[config.mk]
export PLATFORM = sky130hd
export DESIGN_NAME = reg_skid_buffer
export DESIGN_NICKNAME = d
export VERILOG_FILES = /design/src/rtl/reg_skid_buffer.sv
export SDC_FILE = /design/constraint.sdc
export NUM_CORES = 1
export LEC_CHECK = 0
export CORE_MARGIN = 5
export CORE_UTILIZATION = 52
export DETAILED_ROUTE_END_ITERATION = 6
export GPL_TIMING_DRIVEN = 0
export MAX_ROUTING_LAYER = met4
export PLACE_DENSITY = 0.83
export SYNTH_ARGS = -nofsm -noshare
export SYNTH_HDL_FRONTEND = slang
export SYNTH_SLANG_ARGS = --single-unit
[constraint.sdc]
create_clock -name clk -period 3.85 [get_ports clk]
set_clock_uncertainty 0.2 [all_clocks]
set_input_delay 0.385 -clock clk [delete_from_list [all_inputs] [get_ports clk]]
set_output_delay 0.385 -clock clk [all_outputs]
set_load 0.1 [all_outputs]
[src/rtl/reg_skid_buffer.sv]
// Elastic two-entry pipeline register (main + skid) with registered ready/valid on
// both sides, so neither handshake has a combinational path through the block.
module reg_skid_buffer #(
  parameter int NUM = 16
) (
  input  logic           clk,
  input  logic           rst,
  input  logic           IN_VALID,
  output logic           IN_READY,
  input  logic [NUM-1:0] IN,
  output logic           OUT_VALID,
  input  logic           OUT_READY,
  output logic [NUM-1:0] OUT,
  output logic [1:0]     LEVEL
);

  // Handshake: a word moves on a side only in a cycle where both valid and ready are
  // high at the rising edge; IN_READY and OUT_VALID come straight from flops.
  typedef enum logic [1:0] {
    EMPTY = 2'd0,
    BUSY  = 2'd1,
    FULL  = 2'd2
  } state_t;

  state_t         state;
  logic [NUM-1:0] skid;
  logic           in_fire;
  logic           out_fire;

  assign in_fire  = IN_VALID & IN_READY;
  assign out_fire = OUT_VALID & OUT_READY;

  // OUT is the main register itself; LEVEL doubles as the FSM state view.
  always_ff @(posedge clk) begin
    if (rst) begin
      state     <= EMPTY;
      OUT       <= '0;
      skid      <= '0;
      OUT_VALID <= 1'b0;
      IN_READY  <= 1'b1;
      LEVEL     <= 2'd0;
    end else begin
      case (state)
        EMPTY: begin
          if (in_fire) begin
            OUT       <= IN;
            state     <= BUSY;
            OUT_VALID <= 1'b1;
            IN_READY  <= 1'b1;
            LEVEL     <= 2'd1;
          end
        end
        BUSY: begin
          if (in_fire && out_fire) begin
            OUT <= IN;
          end else if (in_fire) begin
            skid      <= IN;
            state     <= FULL;
            OUT_VALID <= 1'b1;
            IN_READY  <= 1'b0;
            LEVEL     <= 2'd2;
          end else if (out_fire) begin
            state     <= EMPTY;
            OUT_VALID <= 1'b0;
            IN_READY  <= 1'b1;
            LEVEL     <= 2'd0;
          end
        end
        FULL: begin
          // Skid word always drains through main, which keeps order intact.
          if (out_fire) begin
            OUT       <= skid;
            state     <= BUSY;
            OUT_VALID <= 1'b1;
            IN_READY  <= 1'b1;
            LEVEL     <= 2'd1;
          end
        end
        default: begin
          state     <= EMPTY;
          OUT_VALID <= 1'b0;
          IN_READY  <= 1'b1;
          LEVEL     <= 2'd0;
        end
      endcase
    end
  end

endmodule

==> flow_metrics.env, run 1 <==
export IMPL_hold_end="skid[6]$_SDFFE_PP0P_"
export IMPL_root_buffer="clkbuf_4"
export IMPL_cap_violations=0
export IMPL_cp_end_kind="output pin"
export IMPL_whs_path_depth=2
export IMPL_ios=40
export IMPL_worstPathArrival_ns=1.98
export IMPL_routed_wl_um=3870
export IMPL_r2r_slack_ns=1.78
export IMPL_clock_path_buffers=2
export IMPL_ctsHoldBuffers=0
export IMPL_synth_edf_count=0
export IMPL_dr_total_vias=1451
export IMPL_std_cell_rows=20
export IMPL_worstMarginPinSlew_ns=0.979
export IMPL_cp_max_fo=5
export IMPL_start_kind="flop"
export IMPL_cts_sink_count=36
export IMPL_cpLargestDelayFamily="buffers and inverters"
export IMPL_post_cts_buffers=0
export IMPL_numCtsBuffers=5
export IMPL_hold_viol=0
export IMPL_htreeDepth=2
export IMPL_cp_cell_sequence="clkdlybuf4s50_1"
export IMPL_grt_pass1_vias=1403
export IMPL_core_area_mm2=0.00305
export IMPL_drv_slew=0
export IMPL_synth_commonest_cells="dfxtp_1 (36), nand2_1 (34), nor2_1 (18)"
export IMPL_gp_congestion=0.894
export IMPL_clock_latency_ns=0.35
export IMPL_finalSetupTns_ns=0
export IMPL_num_nets_final=250
export IMPL_slowest_delay_ns=1.18
export IMPL_dieArea_mm2=0.00443
export IMPL_ys_seq_area_frac=0.433
export IMPL_drive_above_1_share=0.137
export IMPL_ys_types=29
export IMPL_area_growth_pct=30.3
export IMPL_antenna_cells=0
export IMPL_drc=0
export IMPL_reg2reg_from="state[0]$_SDFFE_PP0P_"
export IMPL_hpwl_um=2870
export IMPL_syn_inst=179
export IMPL_grt_antenna_before_repair=0
export IMPL_fin_crit_ns=2.57
export IMPL_critPathSlowestCell="clkdlybuf4s50_1"
export IMPL_synth_area_leaders="dfxtp_1 (43%), a211oi_2 (11%), mux2i_1 (10%)"
export IMPL_slew_headroom=0.345
export IMPL_wire_per_inst_um=14.3
export IMPL_required_ns=3.26
export IMPL_synth_most_common_cell="dfxtp_1"
export IMPL_synthesis_nets=204
export IMPL_worstHoldStart="skid[6]$_SDFFE_PP0P_"
export IMPL_crit_buf_inv=1
export IMPL_syn_area_per_cell_um2=9.30
export IMPL_ys_warn_count=0
export IMPL_avgViaCountPerCell=5.37
export IMPL_die_height_um=66.6
export IMPL_worstRegToRegCells=6
export IMPL_clk_pin_slew_ns=0.10
export IMPL_setup_violations=0
export IMPL_synth_largest_area_cell="dfxtp_1"
export IMPL_track_usage=0.192
export IMPL_synth_seq_cells=36
export IMPL_io_buffers=39
export IMPL_synth_area_mm2=0.00167
export IMPL_ys_flop_type="dfxtp_1"
export IMPL_drt_initial_drc_count=66
export IMPL_ant_nets=0
export IMPL_worstReg2RegEnd="OUT_VALID$_SDFFE_PP0P_"
export IMPL_rsz0062_at_grt="false"
export IMPL_cts_tree="yes"
export IMPL_async_flop_share=0
export IMPL_fmax_mhz=389
export IMPL_fin_crit_sh=0.667
export IMPL_grt_max_degree=11
export IMPL_start_util=0.545
export IMPL_grt_pass1_wl_um=6330
export IMPL_grt_ovfl_total=0
export IMPL_synth_top_area_share=0.433
export IMPL_post_cts_resized=0
export IMPL_hold_path_class="reg -> reg"
export IMPL_crit_type="reg -> out"
export IMPL_die_x_um=66.6
export IMPL_status="finished, final reports clean"
export IMPL_first_pass_iters=5
-- cells in the final DEF, fill, tap and decap left out, types with 2 or more instances in the layout --
master / count
nor2_1: 18
a21boi_0: 2
clkdlybuf4s50_1: 39
buf_2: 4
clkbuf_1: 6
o31ai_1: 2
mux2i_1: 17
ha_1: 5
a211oi_2: 14
dfxtp_1: 36
nor3_1: 2
clkbuf_4: 5
nand3b_1: 2
buf_4: 3
a21oi_1: 17
nand2b_1: 2
inv_1: 2
a2bb2oi_1: 2
nand2_1: 34
a211oi_1: 2
-- sequential cells by signal (all words and copies together), names as in the netlist --
signal / count
state: 2
OUT_VALID: 1
IN_READY: 1
OUT: 16
skid: 16
-- per-stage QoR --
step	hold slack (ns)	cells	area [um^2]	setup WS (ns)	utilization
global placement	0.241	262	2110	1.63	0.691
CTS	0.261	270	2170	1.29	0.711
global route	0.287	270	2170	1.25	0.711
finish	0.263	270	2170	1.28	0.711
detailed placement	0.246	262	2110	1.58	0.691
floorplan	0.236	179	1670	1.24	-
-- worst max-delay path by stage --
stage / startpoint / endpoint / slack [ns] / cells after the start
floorplan: state[1]$_SDFFE_PP0P_ / OUT[11]$_SDFFE_PP0P_ / 1.24 / 7
global placement: rst / OUT[9]$_SDFFE_PP0P_ / 1.63 / 4
detailed placement: rst / OUT[1]$_SDFFE_PP0P_ / 1.58 / 4
CTS: state[0]$_SDFFE_PP0P_ / LEVEL[0] / 1.29 / 1
global route: state[1]$_SDFFE_PP0P_ / LEVEL[1] / 1.25 / 1
finish: state[0]$_SDFFE_PP0P_ / LEVEL[0] / 1.28 / 1
-- final cells by class --
class / count / area (um^2)
Buffer: 12 / 62.6
Clock buffer: 8 / 58.8
Fill cell: 251 / 883
Inverter: 2 / 7.51
Multi-Input combinational cell: 129 / 875
Sequential cell: 36 / 721
Tap cell: 44 / 55.1
Timing Repair Buffer: 39 / 390
-- metal layers --
| metal | vias to the layer above | GRT usage | routed length [um] |
|---|---|---|---|
| met4 | 0 | 0.0787 | 77 |
| met1 | 681 | 0.216 | 1650 |
| met5 | - | - | 0 |
| met2 | 50 | 0.316 | 1900 |
| met3 | 10 | 0.0624 | 245 |
| li1 | 710 | - | - |
-- kinds of logic (layout without fill, tap and decap cells) --
group	count (synthesis)	count (layout)	share of synthesized area
buffers and inverters	14	61	0.0421
flip-flops	36	36	0.433
AO/OA/AOI/OAI	43	43	0.213
AND/OR/NAND/NOR	64	64	0.172
multiplexers	17	17	0.102
adder cells (fa/ha/maj)	5	5	0.0376
Power of run 1 is left out: the tool's default activity adds up to more than one toggle a clock period on the data nets, which glitch-free logic cannot reach.
==> inputs of run 2 (changes only) <==
--- a/config.mk
+++ b/config.mk
@@ -6,11 +6,11 @@
 export NUM_CORES = 1
 export LEC_CHECK = 0
 export CORE_MARGIN = 5
-export CORE_UTILIZATION = 52
+export CORE_UTILIZATION = 44
 export DETAILED_ROUTE_END_ITERATION = 6
 export GPL_TIMING_DRIVEN = 0
 export MAX_ROUTING_LAYER = met4
-export PLACE_DENSITY = 0.83
+export PLACE_DENSITY = 0.75
 export SYNTH_ARGS = -nofsm -noshare
 export SYNTH_HDL_FRONTEND = slang
 export SYNTH_SLANG_ARGS = --single-unit
==> constraint.sdc (replaced) <==
create_clock -name clk -period 2.2 [get_ports clk]
set_clock_uncertainty 0.2 [all_clocks]
set_input_delay 0.22 -clock clk [delete_from_list [all_inputs] [get_ports clk]]
set_output_delay 0.22 -clock clk [all_outputs]
set_load 0.1 [all_outputs]
==> run 2 against run 1 <==
Effect of this change:
- sequential share of layout area fell by 0.24 points
- setup slack got worse by 1.1 ns
- final cell count is 1.5% higher
- die area grew 15%
- wire length shrank 4.0%
- global-route usage fell by 3.5 points
- design area up 1.6%
- via count is 4.1% lower
- count of clock-buffer cells in the layout down 1
- non-clock buffer count is the same
- first-iteration DRC count decreased by 3.0%
- critical endpoint is now skid[3]$_SDFFE_PP0P_
- largest cell class unchanged
- highest routed layer unchanged
==> flow_metrics.env, run 2 (synthesis gave the netlist of run 1 again) <==
export IMPL_status="finished, final reports clean"
export IMPL_fin_area_mm2=0.00220
export IMPL_worstMarginPinSlew_ns=0.975
export IMPL_drt_initial_drc_count=64
export IMPL_io_buffers=39
export IMPL_cts_tree="yes"
export IMPL_rsz0062_at_grt="false"
export IMPL_antenna_cells=0
export IMPL_required_ns=2.22
export IMPL_grt_ovfl_total=0
export IMPL_cp_end_kind="flop"
export IMPL_critPathSlowestCell="dfxtp_4"
export IMPL_grt_antenna_before_repair=0
export IMPL_start_util=0.455
export IMPL_slew_headroom=0.349
export IMPL_cts_sink_count=36
export IMPL_ios=40
export IMPL_avgViaCountPerCell=5.08
export IMPL_placed_area_mm2=0.00212
export IMPL_grt_max_degree=12
export IMPL_cp_cell_sequence="inv_1, ha_1, nand3_1, nor2_2, buf_2, nand2_1, a21oi_1"
export IMPL_drc=0
export IMPL_first_pass_iters=4
export IMPL_wire_per_inst_um=13.5
export IMPL_grt_pass1_wl_um=6070
export IMPL_hold_path_class="reg -> reg"
export IMPL_drv_slew=0
export IMPL_routed_wl_um=3710
export IMPL_track_usage=0.157
export IMPL_gp_congestion=0.857
export IMPL_start_kind="flop"
export IMPL_fin_crit_sh=0.907
export IMPL_drive_above_1_share=0.150
export IMPL_fin_crit_ns=1.99
export IMPL_die_x_um=71.5
export IMPL_setup_violations=0
export IMPL_root_buffer="clkbuf_8"
export IMPL_std_cell_rows=22
export IMPL_finalSetupTns_ns=0
export IMPL_worstPathArrival_ns=2.02
export IMPL_grt_pass1_vias=1347
export IMPL_cp_max_fo=10
export IMPL_ctsHoldBuffers=0
export IMPL_die_height_um=71.5
export IMPL_num_nets_final=250
export IMPL_hold_viol=0
export IMPL_ant_nets=0
export IMPL_final_common_cell="nand2_1"
export IMPL_core_area_mm2=0.00366
export IMPL_fmax_mhz=501
export IMPL_clock_path_buffers=2
export IMPL_reg_top3="OUT (16), skid (16), state (2)"
export IMPL_slowest_delay_ns=0.36
export IMPL_cap_violations=0
export IMPL_htreeDepth=2
export IMPL_numCtsBuffers=5
export IMPL_dr_total_vias=1391
export IMPL_crit_type="reg -> reg"
export IMPL_hpwl_um=2610
export IMPL_clk_pin_slew_ns=0.07
export IMPL_post_cts_buffers=0
export IMPL_area_growth_pct=32.4
export IMPL_dieArea_mm2=0.00512
export IMPL_clock_latency_ns=0.29
export IMPL_layout_common_cells="nand2_1 (34), dfxtp_1 (33), clkdlybuf4s50_1 (19), nor2_1 (18)"
## run 2: cell count changes in the layout (fill, tap and decap cells not counted)
| cell | previous run | this run |
|---|---|---|
| clkdlybuf4s50_1 | 39 | 19 |
| dlygate4sd2_1 | 0 | 14 |
| dlymetal6s2s_1 | 0 | 6 |
| clkbuf_4 | 5 | 0 |
| clkbuf_8 | 1 | 5 |
| dfxtp_1 | 36 | 33 |
| dfxtp_2 | 0 | 2 |
| clkinv_4 | 0 | 1 |
| dfxtp_4 | 0 | 1 |
## run 2: routing by layer
metal  track usage  wire length, um  vias to the layer above
li1              -                -                      710
met1         0.194             1780                      643
met2         0.238             1670                       31
met3        0.0505              200                        7
met4        0.0626               58                        0
met5             -                0                        -
## run 2: metrics by stage
| step | hold WS, ns | util | setup slack, ns | instances |
|---|---|---|---|---|
| detailed placement | 0.246 | 0.580 | 0.0794 | 266 |
| floorplan | 0.156 | - | 0.00866 | 179 |
| global route | 0.280 | 0.602 | 0.0710 | 274 |
| finish | 0.254 | 0.602 | 0.205 | 274 |
| CTS | 0.256 | 0.598 | 0.000238 | 274 |
| global placement | 0.242 | 0.580 | 0.0782 | 266 |
## run 2: worst paths after layout
kind	slack, ns	cells past startpoint	end	start
worst min-delay path	0.25	2	skid[8]$_SDFFE_PP0P_	skid[8]$_SDFFE_PP0P_
worst max-delay path	0.21	7	skid[3]$_SDFFE_PP0P_	state[1]$_SDFFE_PP0P_
worst min register to register	0.25	2	skid[8]$_SDFFE_PP0P_	skid[8]$_SDFFE_PP0P_
worst max register to register	0.21	7	skid[3]$_SDFFE_PP0P_	state[1]$_SDFFE_PP0P_
## run 2: timing repair
item / 4_1_cts / 5_1_grt
cloned: 0 / 0
gates resized for setup: 14 / 6
setup endpoints to repair: 14 / 6
## run 2: area by class of cell
cell class / count / area (um^2)
timing repair buffer: 39 / 388
inverter: 2 / 7.51
buffer: 12 / 62.6
multi-input combinational: 129 / 875
fill: 337 / 1460
sequential: 36 / 727
clock inverter: 1 / 8.76
tap: 48 / 60.1
clock buffer: 7 / 76.3
## run 2: worst max-delay path: cells and delay by family, from the launching register on
family | cells | cell delay, ns
compound gates | 1 | 0.12
flops | 1 | 0.36
simple gates | 3 | 0.62
fa+ha+maj | 1 | 0.25
buf+inv | 2 | 0.38
Power of run 2 is left out for the same reason.
